**src/rtl/pipe_ctrl_pkg.sv**
```systemverilog
// Shared definitions for the pipeline sequencer and its consumers.
//   - STG_* : bit index of each pipeline register in pipe_stall/pipe_flush
//   - STALL_*/FLUSH_* : per-cause hold/bubble patterns
//   - state_e : sequencer FSM encoding
package pipe_ctrl_pkg;

  localparam int STG_PC = 0;
  localparam int STG_IF = 1;
  localparam int STG_ID = 2;
  localparam int STG_EX = 3;
  localparam int STG_WB = 4;

  // Data RAM wait: freeze PC..EX/MEM, bubble into MEM/WB.
  localparam logic [4:0] STALL_DRAM = 5'b01111;
  localparam logic [4:0] FLUSH_DRAM = 5'b10000;
  // Multi-cycle mul/div: freeze PC..ID/EX, bubble into EX/MEM.
  localparam logic [4:0] STALL_MD   = 5'b00111;
  localparam logic [4:0] FLUSH_MD   = 5'b01000;
  // Load-use: freeze PC and IF/ID, bubble into ID/EX.
  localparam logic [4:0] STALL_LU   = 5'b00011;
  localparam logic [4:0] FLUSH_LU   = 5'b00100;
  // Redirect: squash the two wrong-path instructions in IF/ID and ID/EX.
  localparam logic [4:0] FLUSH_BJ   = 5'b00110;

  typedef enum logic {
    ST_RUN     = 1'b0,
    ST_MD_BUSY = 1'b1
  } state_e;

endpackage

```
**src/rtl/pipe_ctrl_perf.sv**
```systemverilog
// Performance counters for the pipeline sequencer (built only with
// PIPE_CTRL_PERF_EN). All counters clear on reset and wrap.
// Ports:
//   clk, rst_n      clock, synchronous active-low reset
//   i_stall_any     any pipe_stall bit set this cycle
//   i_bj_flag       redirect strobe issued this cycle
//   i_md_err        mul/div timeout pulse
//   o_stall_cyc     stalled-cycle count
//   o_flush_cnt     redirect count
//   o_md_err_cnt    timeout count
module pipe_ctrl_perf (
  input  logic        clk,
  input  logic        rst_n,
  input  logic        i_stall_any,
  input  logic        i_bj_flag,
  input  logic        i_md_err,
  output logic [31:0] o_stall_cyc,
  output logic [31:0] o_flush_cnt,
  output logic [15:0] o_md_err_cnt
);

  logic [31:0] r_stall_cyc;
  logic [31:0] r_flush_cnt;
  logic [15:0] r_md_err_cnt;

  always_ff @(posedge clk) begin
    if (!rst_n) begin
      r_stall_cyc  <= '0;
      r_flush_cnt  <= '0;
      r_md_err_cnt <= '0;
    end else begin
      if (i_stall_any) r_stall_cyc  <= r_stall_cyc + 32'd1;
      if (i_bj_flag)   r_flush_cnt  <= r_flush_cnt + 32'd1;
      if (i_md_err)    r_md_err_cnt <= r_md_err_cnt + 16'd1;
    end
  end

  assign o_stall_cyc  = r_stall_cyc;
  assign o_flush_cnt  = r_flush_cnt;
  assign o_md_err_cnt = r_md_err_cnt;

endmodule

```
**src/rtl/pipe_ctrl.sv**
```systemverilog
// Central pipeline sequencer for the 5-stage core. Turns load-use, multi-cycle
// mul/div, data-RAM wait and EX redirects into per-register hold/bubble
// controls, and forwards the redirect to the fetch stage.
// Bit index of pipe_stall/pipe_flush: 0=PC 1=IF/ID 2=ID/EX 3=EX/MEM 4=MEM/WB.
// Optional build macro: PIPE_CTRL_PERF_EN adds perf_* counter outputs.
// Ports:
//   clk, rst_n      clock, synchronous active-low reset (outputs 0 while low)
//   id_ld_use       load in EX feeds a source reg of the ID instruction
//   ex_md_start     mul/div issued from EX
//   ex_md_done      mul/div result valid
//   mem_dram_wait   data RAM not ready
//   ex_bj_flag      branch taken / jump resolved in EX
//   ex_bj_addr      redirect target
//   pipe_stall      1 = hold register i
//   pipe_flush      1 = load bubble into register i
//   bj_flag/bj_addr redirect to if_stage
//   md_err          1-cycle pulse on mul/div timeout
module pipe_ctrl
  import pipe_ctrl_pkg::*;
#(
  parameter int MD_TIMEOUT = 64   // legal 2..1024
) (
  input  logic        clk,
  input  logic        rst_n,
  input  logic        id_ld_use,
  input  logic        ex_md_start,
  input  logic        ex_md_done,
  input  logic        mem_dram_wait,
  input  logic        ex_bj_flag,
  input  logic [31:0] ex_bj_addr,
  output logic [4:0]  pipe_stall,
  output logic [4:0]  pipe_flush,
  output logic        bj_flag,
  output logic [31:0] bj_addr,
  output logic        md_err
`ifdef PIPE_CTRL_PERF_EN
  ,
  output logic [31:0] perf_stall_cyc,
  output logic [31:0] perf_flush_cnt,
  output logic [15:0] perf_md_err_cnt
`endif
);

  localparam int CW = (MD_TIMEOUT > 2) ? $clog2(MD_TIMEOUT) : 1;
  localparam logic [CW-1:0] MD_LAST = CW'(MD_TIMEOUT - 1);

  state_e          r_state;
  state_e          w_state_nxt;
  logic [CW-1:0]   r_md_cnt;
  logic [CW-1:0]   w_md_cnt_nxt;
  logic            r_lu_q;
  logic            w_lu_nxt;
  logic            w_md_hold;
  logic            w_md_timeout;
  logic [4:0]      w_stall;
  logic [4:0]      w_flush;
  logic            w_bj;
  logic [31:0]     w_bj_addr;

  // NOTE: only the control state is reset; it is all flops, no memory, so a
  // plain synchronous clear is cheap and every path starts from a known value.
  always_ff @(posedge clk) begin
    if (!rst_n) begin
      r_state  <= ST_RUN;
      r_md_cnt <= '0;
      r_lu_q   <= 1'b0;
    end else begin
      // NOTE: non-blocking so every flop samples pre-edge values regardless of
      // statement order.
      r_state  <= w_state_nxt;
      r_md_cnt <= w_md_cnt_nxt;
      r_lu_q   <= w_lu_nxt;
    end
  end

  always_comb begin
    // NOTE: every signal assigned here gets a default first so no path can
    // leave one unassigned and infer a latch.
    w_state_nxt  = r_state;
    w_md_cnt_nxt = r_md_cnt;
    w_lu_nxt     = 1'b0;
    w_md_hold    = 1'b0;
    w_md_timeout = 1'b0;
    w_stall      = '0;
    w_flush      = '0;
    w_bj         = 1'b0;
    w_bj_addr    = '0;

    case (r_state)
      ST_RUN: begin
        // start&done together is a single-cycle op: no stall, stay in RUN.
        // A stray done in RUN is ignored.
        if (ex_md_start && !ex_md_done) begin
          w_state_nxt  = ST_MD_BUSY;
          w_md_cnt_nxt = '0;
          w_md_hold    = 1'b1;
        end
      end
      ST_MD_BUSY: begin
        if (ex_md_done) begin
          w_state_nxt  = ST_RUN;
          w_md_cnt_nxt = '0;
        end else if (r_md_cnt == MD_LAST) begin
          // Forced release: the stall drops in the same cycle as the error.
          w_state_nxt  = ST_RUN;
          w_md_cnt_nxt = '0;
          w_md_timeout = 1'b1;
        end else begin
          w_md_cnt_nxt = r_md_cnt + CW'(1);
          w_md_hold    = 1'b1;
        end
      end
      default: w_state_nxt = ST_RUN;
    endcase

    // Priority mux, first match wins. A branch blocked by any higher cause
    // stays parked in ID/EX and redirects on the first unblocked cycle.
    if (mem_dram_wait) begin
      w_stall = STALL_DRAM;
      w_flush = FLUSH_DRAM;
    end else if (w_md_hold) begin
      w_stall = STALL_MD;
      w_flush = FLUSH_MD;
    end else if (id_ld_use && !r_lu_q) begin
      // lu_q limits the load-use bubble to one cycle even if id_ld_use stays
      // high while the load advances.
      w_stall  = STALL_LU;
      w_flush  = FLUSH_LU;
      w_lu_nxt = 1'b1;
    end else if (ex_bj_flag) begin
      w_flush   = FLUSH_BJ;
      w_bj      = 1'b1;
      w_bj_addr = ex_bj_addr;
    end
  end

  assign pipe_stall = rst_n ? w_stall   : '0;
  assign pipe_flush = rst_n ? w_flush   : '0;
  assign bj_flag    = rst_n & w_bj;
  assign bj_addr    = rst_n ? w_bj_addr : '0;
  assign md_err     = rst_n & w_md_timeout;

`ifdef PIPE_CTRL_PERF_EN
  pipe_ctrl_perf u_perf (
    .clk          (clk),
    .rst_n        (rst_n),
    .i_stall_any  (|pipe_stall),
    .i_bj_flag    (bj_flag),
    .i_md_err     (md_err),
    .o_stall_cyc  (perf_stall_cyc),
    .o_flush_cnt  (perf_flush_cnt),
    .o_md_err_cnt (perf_md_err_cnt)
  );
`endif

endmodule
```
**config.mk**
```make
export PLATFORM = sky130hd
export DESIGN_NAME = pipe_ctrl
export DESIGN_NICKNAME = d
export VERILOG_FILES = /design/src/rtl/pipe_ctrl_pkg.sv /design/src/rtl/pipe_ctrl_perf.sv /design/src/rtl/pipe_ctrl.sv
export SDC_FILE = /design/constraint.sdc
export NUM_CORES = 1
export LEC_CHECK = 0
export CORE_ASPECT_RATIO = 1.25
export CORE_MARGIN = 8
export CORE_UTILIZATION = 25
export DETAILED_ROUTE_END_ITERATION = 16
export GPL_TIMING_DRIVEN = 0
export PLACE_DENSITY = 0.76
export SLEW_MARGIN = 15
export SYNTH_ARGS = -nofsm -noshare
export SYNTH_HDL_FRONTEND = slang
export SYNTH_HIERARCHICAL = 1
export SYNTH_SLANG_ARGS = --single-unit
```
**constraint.sdc**
```tcl
create_clock -name clk -period 3 [get_ports clk]
set_input_delay 0.45 -clock clk [delete_from_list [all_inputs] [get_ports clk]]
set_output_delay 0.45 -clock clk [all_outputs]
set_load 0.01 [all_outputs]
```
# Word-level counts from Yosys, hierarchy flattened
# Index checks and enable logic that the tools add are counted.
totals:
  ff_bits: 8
  output_inout_bits: 44
op_classes:
  n_addsub: 1
  eq_ne: 2
  n_mux: 30
  n_bitwise: 4
  n_reduce_logical: 5
ops:
  columns: ["cell", "count"]
  rows:
  - ["two-way mux 32 bit", 5]
  - ["two-way mux 6 bit", 3]
  - ["two-way mux 5 bit", 3]
  - ["one-hot mux 6 bit (2 select lines)", 1]
  - ["two-way mux 1 bit", 11]
  - ["two-way mux 3 bit", 3]
  - ["two-way mux 4 bit", 2]
  - ["adder 6 x 1 -> 6 bit, second input constant", 1]
  - ["== test 6 bit, second input constant", 1]
  - ["OR reduction 3 bit", 1]
  - ["bitwise AND 1 bit", 2]
  - ["logical AND 1 bit", 2]
  - ["zero test 1 bit", 2]
  - ["two-way mux 2 bit", 1]
  - ["!= test 2 bit, second input constant", 1]
  - ["inverter 1 bit", 2]
  - ["one-hot mux 1 bit (2 select lines)", 1]

# Longest topological paths before layout
# Gate-level depths: netlist of the first run.
depth:
  ltp_word: 7
  ltp_mapped: 7
  mapped_depth_nobuf: 4

# Least setup slack after synthesis of the first run
# Ideal clock, no wire load.
synth_timing:
  path_type: "register -> output"
  startpoint: "register r_md_cnt[0]"
  endpoint: "output port pipe_flush[1]"
  arrival_time_ps: 1542
  slack_ps: 1008
  path_stages_with_launch: 8
  n_path_buf: 3
  path_cell_list: "dfxtp_1 > ha_1 > and3_4 > a41oi_4 > buf_6 > buf_6 > nor2_1 > buf_4"
synth_via:
  elab_chain_len: 7
synth_lines:
  columns: ["element", "line_no", "text"]
  rows:
  - ["start, declared", "pipe_ctrl.sv:49", "logic [CW-1:0] r_md_cnt;"]
  - ["start signal, assigned", "pipe_ctrl.sv:71", "r_md_cnt <= w_md_cnt_nxt;"]
  - ["== test 6 bit", "pipe_ctrl.sv:103", "end else if (r_md_cnt == MD_LAST) begin"]
  - ["two-way mux 1 bit", "pipe_ctrl.sv:103", null]
  - ["two-way mux 1 bit", "pipe_ctrl.sv:100", "if (ex_md_done) begin"]
  - ["one-hot mux 1 bit (2 select lines)", "pipe_ctrl.sv:89", "case (r_state)"]
  - ["two-way mux 4 bit", "pipe_ctrl.sv:121", "end else if (w_md_hold) begin"]
  - ["two-way mux 5 bit", "pipe_ctrl.sv:118", "if (mem_dram_wait) begin"]
  - ["two-way mux 5 bit", "pipe_ctrl.sv:138", "assign pipe_flush = rst_n ? w_flush : '0;"]
  - ["end, declared", "pipe_ctrl.sv:32", "output logic [4:0] pipe_flush,"]
# No other way between the ends.

# Final worst setup path of the first run
layout_timing:
  startpoint: "input port id_ld_use"
  endpoint: "output port pipe_flush[1]"
layout_via:
  elab_chain_len: 5
layout_lines:
  columns: ["element", "line_no", "text"]
  rows:
  - ["start, declared", "pipe_ctrl.sv:25", "input logic id_ld_use,"]
  - ["logical AND 1 bit", "pipe_ctrl.sv:124", "end else if (id_ld_use && !r_lu_q) begin"]
  - ["two-way mux 3 bit", "pipe_ctrl.sv:124", null]
  - ["two-way mux 4 bit", "pipe_ctrl.sv:121", null]
  - ["two-way mux 5 bit", "pipe_ctrl.sv:118", null]
  - ["two-way mux 5 bit", "pipe_ctrl.sv:138", null]
# No other way between the ends.

==> results of run 1 <==
-- cells by family after synthesis --
logic type / Yosys count / synth area share [%]
AOI/OAI and AO/OA: 12 / 13.92
xor gates and xnor gates: 2 / 2.118
adders and majority gates: 1 / 1.513
buffers and inverters: 12 / 10.29
DFF: 8 / 19.36
muxes: 1 / 1.361
other: 1 / 0.4534
and+or+nand+nor: 56 / 50.98
-- synth_stat cells --
library cell and count:
a221o_1 2, a22o_1 1, a31oi_1 1, a41oi_4 1, and2_1 3, and2b_1 1
and3_1 1, and3_4 1, buf_2 5, buf_4 5, buf_6 2, conb_1 1
dfxtp_1 8, ha_1 1, mux2_2 1, nand2_1 2, nand3_1 2, nand3b_1 2
nor2_1 4, nor2b_1 3, nor3b_1 29, nor3b_2 7, nor4_1 1, o21a_1 3
o21ai_0 1, o21bai_1 1, o2bb2ai_1 1, o31a_1 1, xnor2_1 2
-- timing repair --
action / 4_1_cts / 5_1_grt
gates resized for setup: 2 / 0
buffers inserted: 0 / 1
setup endpoints to repair: 2 / 11
pin swaps: 0 / 1
cloned: 0 / 0
-- flip-flops by register name, indices dropped and copies added, names as in the netlist --
signal	flops
r_md_cnt	6
r_state	1
r_lu_q	1
-- layout make-up --
cell class / instances / area (sq um)
plain buffers: 12 / 85.08
well taps: 37 / 46.29
repair buffers: 81 / 805.8
flip-flops and latches: 8 / 160.2
fillers: 296 / 1470
clock buffers: 3 / 41.29
multi-input cells: 74 / 585.6
-- stage by stage --
| step | instances | utilization (%) | power, uW | hold slack (ns) | TNS (ns) |
|---|---|---|---|---|---|
| 2_1_floorplan | 94 | - | 164.0 | 0.4714 | 0 |
| 3_3_place_gp | 211 | 52.53 | 244.2 | 0.4958 | 0 |
| 3_5_place_dp | 211 | 52.53 | 246.4 | 0.5042 | -0.02990 |
| 4_1_cts | 214 | 53.74 | 383.2 | 0.5138 | 0 |
| 5_1_grt | 215 | 53.98 | 399.0 | 0.5314 | 0 |
| 6_report | 215 | 53.98 | 378.3 | 0.5130 | 0 |
-- worst min-delay path: cells and delay by family (launching register included) --
kind | cells | cell delay [ns]
flops | 1 | 0.30
simple gates | 3 | 0.17
-- where the power goes --
part | internal (uW) | switching (uW) | total, uW
Sequential | 108 | 1.92 | 110
Combinational | 87.9 | 46.0 | 134
Clock | 87.3 | 46.9 | 134
Total | 284 | 94.8 | 378
-- routing by layer --
metal	vias to the layer above	global-route usage [%]	wire length, um
met3	5	13.35	736
met2	68	21.28	1551
li1	507	-	-
met1	456	11.46	1171
met5	-	0	0
met4	0	5.031	48
-- worst max-delay path by stage --
stage                                to  slack [ns]  cells past startpoint
after CTS                   bj_addr[19]        0.09                      6
after floorplan           pipe_flush[1]        1.01                      7
final                     pipe_flush[1]        0.17                      7
after global routing        bj_addr[19]        0.04                      6
after detailed placement     bj_addr[3]       -0.03                      6
after global placement      bj_addr[19]        0.08                      6
==> results.toml, run 1 <==
[run_status]
status = "finished, final reports clean"

[worst_setup_path]
cp_max_fo = 10
timing.critical_path.cells = "clkdlybuf4s50_1 -> nor2b_1 -> nand3b_1 -> buf_2 -> nor2_1 -> buf_4 -> clkdlybuf4s50_1"
crit_top_cell = "clkdlybuf4s50_1"
path_buf_inv = 4
crit_slowest_cell = "clkdlybuf4s50_1"
criticalPathCategory = "input pin to primary output"
path_delay_family = "buffers and inverters"
r2r_setup_slack_ns = 1.49
cp-startpoint = "id_ld_use"
r2r_cells = 6
reg2reg_from = "r_md_cnt[0]$_SDFFE_PN0P_"
slowest_delay_ns = 0.48
r2r_end = "r_lu_q$_SDFF_PP0_"
required_ns = 2.55
arrival_ns = 2.38
start_kind = "input pin"
end_kind = "primary output"

[clock_tree]
clock-sinks = 8
cts-root-buf = "clkbuf_8"
hold_buffers = 0
clock_path_buffers = 2
clkLatencyLatePin_ns = 0.23
cts_buffers = 3
cts_tree = "built"
htree_levels = 1
clkTransAtPathRegs_ns = 0.04

[worst_hold_path]
whs_path_depth = 3
whs_endpoint = "r_lu_q$_SDFF_PP0_"
hold_path_startpoint = "r_lu_q$_SDFF_PP0_"
hold_path_class = "register to register"

[power]
vdd_drop_max_uv = 164.6
p_leak_uw = 0.0005907
p_per_area_nw_per_um2 = 219.4

[final_layout]
layout_common_cells = "clkdlybuf4s50_1 (78), nor3b_1 (29), dfxtp_1 (8), nor3b_2 (7), buf_4 (6)"
syn2layout_area_growth_pct = 108.5
final_area_sq_um = 1724
final_nets = 220
antennaDiodeCount = 0
final_common_cell = "clkdlybuf4s50_1"
drive_above_1_share_pct = 14.61

[route]
vias = 1036
vias_per_cell = 4.819
wl_per_cell_um = 16.31
postRouteAntennaNets = 0
dr.pass1.iters = 4
dr.first_iter.drc_count = 36
drc = 0
drt-total-wl_um = 3507

[synth]
avgSynthCellArea_sq_um = 8.893
synth_seq_cells = 8
netlist.area_leader.share_pct = 26.32
synth_top_cell_by_area = "nor3b_1"
yosysWarningCount = 6
synth-seq-area-share_pct = 19.36
ys_types = 29
synthTopCellsByArea = "nor3b_1 (26%), dfxtp_1 (19%), nor3b_2 (11%)"
syn_area_sq_um = 827.0
synthCells = 93

[grt]
grt_use_total_pct = 13.54
grt_antenna_before_repair = 0
grt_pass1_wl_um = 5492
first_global_vias = 1132
overflow = 0
grt_max_degree = 11

[floorplan]
die_width_um = 67.45
die-area_sq_um = 5416
row_count = 23
start_util_pct = 25.89
io_pins = 83
core_sq_um = 3194
die_y_um = 80.31

[timing]
relSlewSlack_pct = 61.61
hold_viol_final = 0
worstMarginPinSlew_ns = 0.5745
fin_ws_ns = 0.1734
period_needed_ns = 2.827
fmax_ghz = 0.3538
finalSetupViolCount = 0
slew_viol_final = 0
grt_setup_unrepaired = "false"
skew_ns = 0.0002323
finalCritPeriodShare_pct = 94.22

[place]
place_area_sq_um = 1678
hpwl_um = 3016
dp_slack_ns = -0.02990
place.gp.congestion = 0.7157
io_buffers = 80

[run]
maxCapViolations = 0
No activity file was read; power rests on OpenSTA's default activity.
==> inputs of run 2 (changes only) <==
--- a/config.mk
+++ b/config.mk
@@ -5,12 +5,13 @@
 export SDC_FILE = /design/constraint.sdc
 export NUM_CORES = 1
 export LEC_CHECK = 0
+export ABC_AREA = 1
 export CORE_ASPECT_RATIO = 1.25
 export CORE_MARGIN = 8
 export CORE_UTILIZATION = 25
 export DETAILED_ROUTE_END_ITERATION = 16
 export GPL_TIMING_DRIVEN = 0
-export PLACE_DENSITY = 0.76
+export PLACE_DENSITY = 0.74
 export SLEW_MARGIN = 15
 export SYNTH_ARGS = -nofsm -noshare
 export SYNTH_HDL_FRONTEND = slang
==> run 2 against run 1 <==
  * Flip-flop and latch count unchanged
  * Synthesized area increased by 7.0%
  * Sequential power about the same
  * Non-clock buffer count decreased by 5
  * Clock skew increased by 0.0035 ns
  * Global-route usage decreased by 2.7 points
  * Register-to-register slack improved by 0.13 ns
  * Clock-buffer cell count unchanged
  * Largest power group unchanged
  * Cell area increased by 3.5%
  * Wire length decreased by 13%
==> results.toml, run 2 <==
[run_status]
status = "finished, final reports clean"

[grt]
grt_use_total_pct = 10.80
grt_util_met1_pct = 11.88
busiest_layer = "met2"
grt_antenna_before_repair = 0
overflow = 0
met2_usage_pct = 18.93
grt_max_degree = 11
grtUsageMet3_pct = 4.421
grt_pass1_wl_um = 5092
first_global_vias = 1081

[synth]
syn_area_sq_um = 884.6
synthCells = 150
synth_top_cell_by_area = "inv_1"
avgSynthCellArea_sq_um = 5.897
synth.top_cells.by_count = "inv_1 (47), nor2_2 (27), nand2_1 (20)"
synth_seq_cells = 8
synth-edff-count = 0
ys.flop_type = "dfxtp_1"
postSynth.asyncResetShare_pct = 0
synth-seq-area-share_pct = 18.10
synthTopCellsByArea = "inv_1 (20%), nor2_2 (19%), dfxtp_1 (18%)"
yosysWarningCount = 6
netlist.area_leader.share_pct = 19.94
synth.most_common_cell = "inv_1"
ys_types = 18

[final_layout]
syn2layout_area_growth_pct = 101.7
antennaDiodeCount = 0
nFillCells = 342
reg.largest.list = "r_md_cnt (6), r_lu_q (1), r_state (1)"
largest_reg_flops = 6
layout_common_cells = "clkdlybuf4s50_1 (79), inv_1 (47), nor2_2 (28), nand2_1 (20), nor2_1 (11)"
final_nets = 276
drive_above_1_share_pct = 19.66
final_common_cell = "clkdlybuf4s50_1"
largest-register = "r_md_cnt"
stdcell_count = 273

[worst_setup_path]
r2r_cells = 6
cp_max_fo = 10
timing.critical_path.cells = "ha_1 -> nand3_2 -> o21ai_2 -> nand4_4 -> buf_6 -> inv_1 -> buf_4 -> clkdlybuf4s50_1"
arrival_ns = 2.32
criticalPathCategory = "register to primary output"
reg2reg_from = "r_md_cnt[0]$_SDFFE_PN0P_"
start_kind = "register"
r2r_end = "r_state$_SDFF_PN0_"
slowest_delay_ns = 0.52
required_ns = 2.55
end_kind = "primary output"
crit_slowest_cell = "clkdlybuf4s50_1"
r2r_setup_slack_ns = 1.62

[route]
drt-total-wl_um = 3061
dr.first_iter.drc_count = 22
vias = 1111
postRouteAntennaNets = 0
dr.pass1.iters = 4
vias_per_cell = 4.070
wl_per_cell_um = 11.21
drc = 0

[clock_tree]
htree_levels = 1
clkTransAtPathRegs_ns = 0.04
clkLatencyLatePin_ns = 0.23
clock_path_buffers = 2
cts-root-buf = "clkbuf_8"
hold_buffers = 0
clock-sinks = 8
post-cts-setup-buffers = 0
cts_buffers = 3
cts_tree = "built"
cts_resized = 0

[power]
p_leak_uw = 0.0008326
p_per_area_nw_per_um2 = 211.7
vdd_drop_max_uv = 279.0

[timing]
finalCritPeriodShare_pct = 92.41
hold_viol_final = 0
finalSetupTns_ns = 0
skew_ns = 0.003715
period_needed_ns = 2.772
slew_viol_final = 0
fmax_ghz = 0.3607
finalSetupViolCount = 0
grt_setup_unrepaired = "false"

[floorplan]
io_pins = 83
start_util_pct = 25.62
die_width_um = 69.21
row_count = 24
die_y_um = 82.51
core_sq_um = 3453
die-area_sq_um = 5710

[worst_hold_path]
whs_path_depth = 2
hold_path_class = "register to register"
hold_path_startpoint = "r_md_cnt[4]$_SDFFE_PN0P_"
whs_endpoint = "r_md_cnt[4]$_SDFFE_PN0P_"

[place]
io_buffers = 80
dp_cells = 270
hpwl_um = 2716
place.gp.congestion = 0.7514

[run]
maxCapViolations = 0
[run 2: changes by cell type after synthesis, sizes merged, moves of 5 or more]
cell   previous run  this run
nand3             2         7
a21oi             0         8
nand2             2        20
nor2              4        41
nor3b            36         0
inv               0        47
[run 2: final cells by class]
class / count / area, sq um / share of cell area, %
multi-input cells: 88 / 483.0 / 27.07
well taps: 39 / 48.80 / 2.735
repair buffers: 80 / 803.3 / 45.02
plain buffers: 8 / 71.32 / 3.997
flip-flops and latches: 8 / 160.2 / 8.976
clock buffers: 3 / 41.29 / 2.314
inverters: 47 / 176.4 / 9.888
[run 2: critical path: cells and delay by family, from the launching register on]
family          cells  cell delay [ns]
simple gates        2             0.32
flops               1             0.39
buf+inv             4             0.89
compound gates      1             0.26
fa+ha+maj           1             0.23
[run 2: kinds of logic (layout without fill, tap and decap cells)]
kind of cell | after synthesis | after routing | synth area share [%]
and+or+nand+nor | 72 | 72 | 44.27
buffers and inverters | 55 | 138 | 28.01
adders and majority gates | 1 | 1 | 1.414
other | 1 | 2 | 0.4239
DFF | 8 | 8 | 18.10
AOI/OAI and AO/OA | 13 | 13 | 7.780
[run 2: power breakdown]
group	switching [uW]	internal, uW
Combinational	53.3	82.2
Sequential	1.26	109
Clock	45.0	87.2
Total	99.6	278
[run 2: layer usage]
layer	vias up	share of wire, %	wire length [um]
li1	589	-	-
met1	462	43	1303
met2	57	46	1402
met3	3	11	324
met4	0	1.0	31
met5	-	0	0
[run 2: how the worst max path moves through the flow]
stage / slack, ns / cells after the start / end / start
CTS: 0.03 / 8 / pipe_flush[1] / rst_n
global route: 0.06 / 8 / pipe_flush[1] / r_md_cnt[0]$_SDFFE_PN0P_
global placement: 0.05 / 8 / pipe_flush[1] / rst_n
finish: 0.23 / 8 / pipe_flush[1] / r_md_cnt[0]$_SDFFE_PN0P_
floorplan: 1.09 / 7 / pipe_flush[1] / r_md_cnt[0]$_SDFFE_PN0P_
detailed placement: 0.03 / 8 / pipe_flush[1] / rst_n
[run 2: metrics by stage]
| step | hold WS, ns | setup slack [ns] | power (uW) | instance area (sq um) | utilization (%) |
|---|---|---|---|---|---|
| floorplan | 0.4660 | 1.086 | 164.8 | 888.4 | - |
| global placement | 0.4890 | 0.04887 | 247.0 | 1738 | 50.33 |
| detailed placement | 0.4935 | 0.03310 | 248.8 | 1738 | 50.33 |
| CTS | 0.4999 | 0.03360 | 383.7 | 1779 | 51.52 |
| global route | 0.5129 | 0.06355 | 399.5 | 1784 | 51.67 |
| finish | 0.4979 | 0.2278 | 377.7 | 1784 | 51.67 |
==> inputs of run 3 (changes only) <==
--- a/config.mk
+++ b/config.mk
@@ -6,12 +6,14 @@
 export NUM_CORES = 1
 export LEC_CHECK = 0
 export ABC_AREA = 1
+export CELL_PAD_IN_SITES_DETAIL_PLACEMENT = 1
+export CELL_PAD_IN_SITES_GLOBAL_PLACEMENT = 1
 export CORE_ASPECT_RATIO = 1.25
 export CORE_MARGIN = 8
-export CORE_UTILIZATION = 25
+export CORE_UTILIZATION = 20
 export DETAILED_ROUTE_END_ITERATION = 16
 export GPL_TIMING_DRIVEN = 0
-export PLACE_DENSITY = 0.74
+export PLACE_DENSITY = 0.93
 export SLEW_MARGIN = 15
 export SYNTH_ARGS = -nofsm -noshare
 export SYNTH_HDL_FRONTEND = slang
==> run 3 against run 2 <==
  * Sequential share of layout area down 0.087 points
  * First-iteration DRC count increased by 4.5%
  * Cell area is 0.98% higher
  * Die area grew 19%
  * Clock-buffer cell count unchanged
  * Worst hold slack better by 0.0086 ns
  * Wire length is 23% higher
==> results.toml, run 3 (synthesis results as in run 2) <==
[worst_setup_path]
r2r_end = "r_state$_SDFF_PN0_"
r2r_setup_slack_ns = 1.58
start_kind = "register"
arrival_ns = 2.39
required_ns = 2.55
timing.critical_path.cells = "ha_1 -> nand3_2 -> o21ai_2 -> nand4_4 -> buf_6 -> inv_1 -> buf_4 -> clkdlybuf4s50_1"
cp_max_fo = 10
end_kind = "primary output"
reg2reg_from = "r_md_cnt[0]$_SDFFE_PN0P_"
crit_slowest_cell = "clkdlybuf4s50_1"
r2r_cells = 6
criticalPathCategory = "register to primary output"
slowest_delay_ns = 0.53

[worst_hold_path]
hold_path_class = "register to register"
hold_path_startpoint = "r_md_cnt[4]$_SDFFE_PN0P_"
whs_path_depth = 2
whs_endpoint = "r_md_cnt[4]$_SDFFE_PN0P_"

[route]
dr.first_iter.drc_count = 23
dr.pass1.iters = 4
drc = 0
drt-total-wl_um = 3751
vias = 1178
postRouteAntennaNets = 0
vias_per_cell = 4.034
wl_per_cell_um = 12.85

[clock_tree]
cts-root-buf = "clkbuf_8"
clock-sinks = 8
clock_path_buffers = 2
clkLatencyLatePin_ns = 0.24
htree_levels = 1
cts_tree = "built"
post-cts-setup-buffers = 0
cts_buffers = 3
cts_resized = 1
clkTransAtPathRegs_ns = 0.04
hold_buffers = 0

[final_layout]
largest-register = "r_md_cnt"
final_nets = 276
nFillCells = 571
largest_reg_flops = 6
fin_util_pct = 41.67
antennaDiodeCount = 0
final_common_cell = "clkdlybuf4s50_1"
reg.largest.list = "r_md_cnt (6), r_lu_q (1), r_state (1)"
stdcell_count = 292
syn2layout_area_growth_pct = 103.7
layout_common_cells = "clkdlybuf4s50_1 (79), inv_1 (47), nor2_2 (27), nand2_1 (20), nor2_1 (12)"
drive_above_1_share_pct = 19.23

[timing]
fmax_ghz = 0.3525
slew_viol_final = 0
holdWs_ns = 0.5064
skew_ns = 0.002234
hold_viol_final = 0
period_needed_ns = 2.837
grt_setup_unrepaired = "false"
finalCritPeriodShare_pct = 94.57
finalSetupViolCount = 0
finalSetupTns_ns = 0
fin_ws_ns = 0.1629

[run_status]
status = "finished, final reports clean"

[floorplan]
io_pins = 83
row_count = 27
core_sq_um = 4324
die-area_sq_um = 6820
die_width_um = 75.49
start_util_pct = 20.46
die_y_um = 90.36

[place]
hpwl_um = 3339
io_buffers = 80
place.gp.congestion = 0.7340
dp_cells = 289
dp_slack_ns = -0.05590

[power]
switchingPower_uw = 105.0
clockPowerShare_pct = 35.5
p_leak_uw = 0.0008249
p_per_area_nw_per_um2 = 212.5
vdd_drop_max_uv = 134.7
p_seq_share_pct = 28.7
combPwrFrac_pct = 35.8
p_int_uw = 277.9
swShare_pct = 27.43

[grt]
grt_use_total_pct = 10.83
grt_max_degree = 11
grt_antenna_before_repair = 0
grt_pass1_wl_um = 5830
overflow = 0
first_global_vias = 1178

[run]
maxCapViolations = 0
## run 3: cell count changes in the layout (fill, tap and decap cells not counted)
cell            change
dlygate4sd2_1       +1
dlymetal6s2s_1      -1
nor2_1              +1
nor2_2              -1
## run 3: per-layer routing
layer	track usage (%)	share of wire (%)	wire length, um	vias to the layer above
li1	-	-	-	586
met1	9.579	34	1257	534
met2	20.72	52	1942	54
met3	4.333	14	521	4
met4	3.376	0.77	29	0
met5	0	0	0	-
## run 3: worst max-delay path by stage
stage                                        start       endpoint  slack, ns  depth (start not counted)
after floorplan           r_md_cnt[0]$_SDFFE_PN0P_  pipe_flush[1]       1.09                          7
after global placement                       rst_n  pipe_flush[1]      -0.02                          8
after detailed placement                     rst_n  pipe_flush[1]      -0.06                          8
after CTS                 r_md_cnt[0]$_SDFFE_PN0P_  pipe_flush[1]       0.12                          8
after global routing      r_md_cnt[0]$_SDFFE_PN0P_  pipe_flush[1]      0.002                          8
final                     r_md_cnt[0]$_SDFFE_PN0P_  pipe_flush[1]       0.16                          8
## run 3: through the flow
stage / cell area (sq um) / total power [uW]
2_1_floorplan: 888.4 / 164.8
3_5_place_dp: 1762 / 252.0
3_3_place_gp: 1762 / 247.2
5_1_grt: 1802 / 405.6
6_report: 1802 / 382.9
4_1_cts: 1802 / 390.2
## run 3: layout make-up
type / count / area (sq um) / area share, %
Inverter: 47 / 176.4 / 9.792
Clock buffer: 3 / 41.29 / 2.292
Sequential cell: 8 / 160.2 / 8.889
Buffer: 8 / 71.32 / 3.958
Tap cell: 58 / 72.57 / 4.028
Multi-Input combinational cell: 88 / 480.5 / 26.67
Timing Repair Buffer: 80 / 799.5 / 44.37
## run 3: power by group through the flow
stage | sequential (uW) | clock [uW] | combinational, uW
floorplan | 112 | 0 | 53.2
CTS | 110 | 140 | 140
global placement | 112 | 0 | 135
finish | 110 | 136 | 137
global route | 110 | 146 | 150
detailed placement | 112 | 0 | 140
## run 3: critical path: cells and delay by family, from the launching register on
kind,cells,cell delay [ns]
buffers and inverters,4,0.91
flip-flops,1,0.39
AND/OR/NAND/NOR,2,0.34
AO/OA/AOI/OAI,1,0.28
adder cells (fa/ha/maj),1,0.23
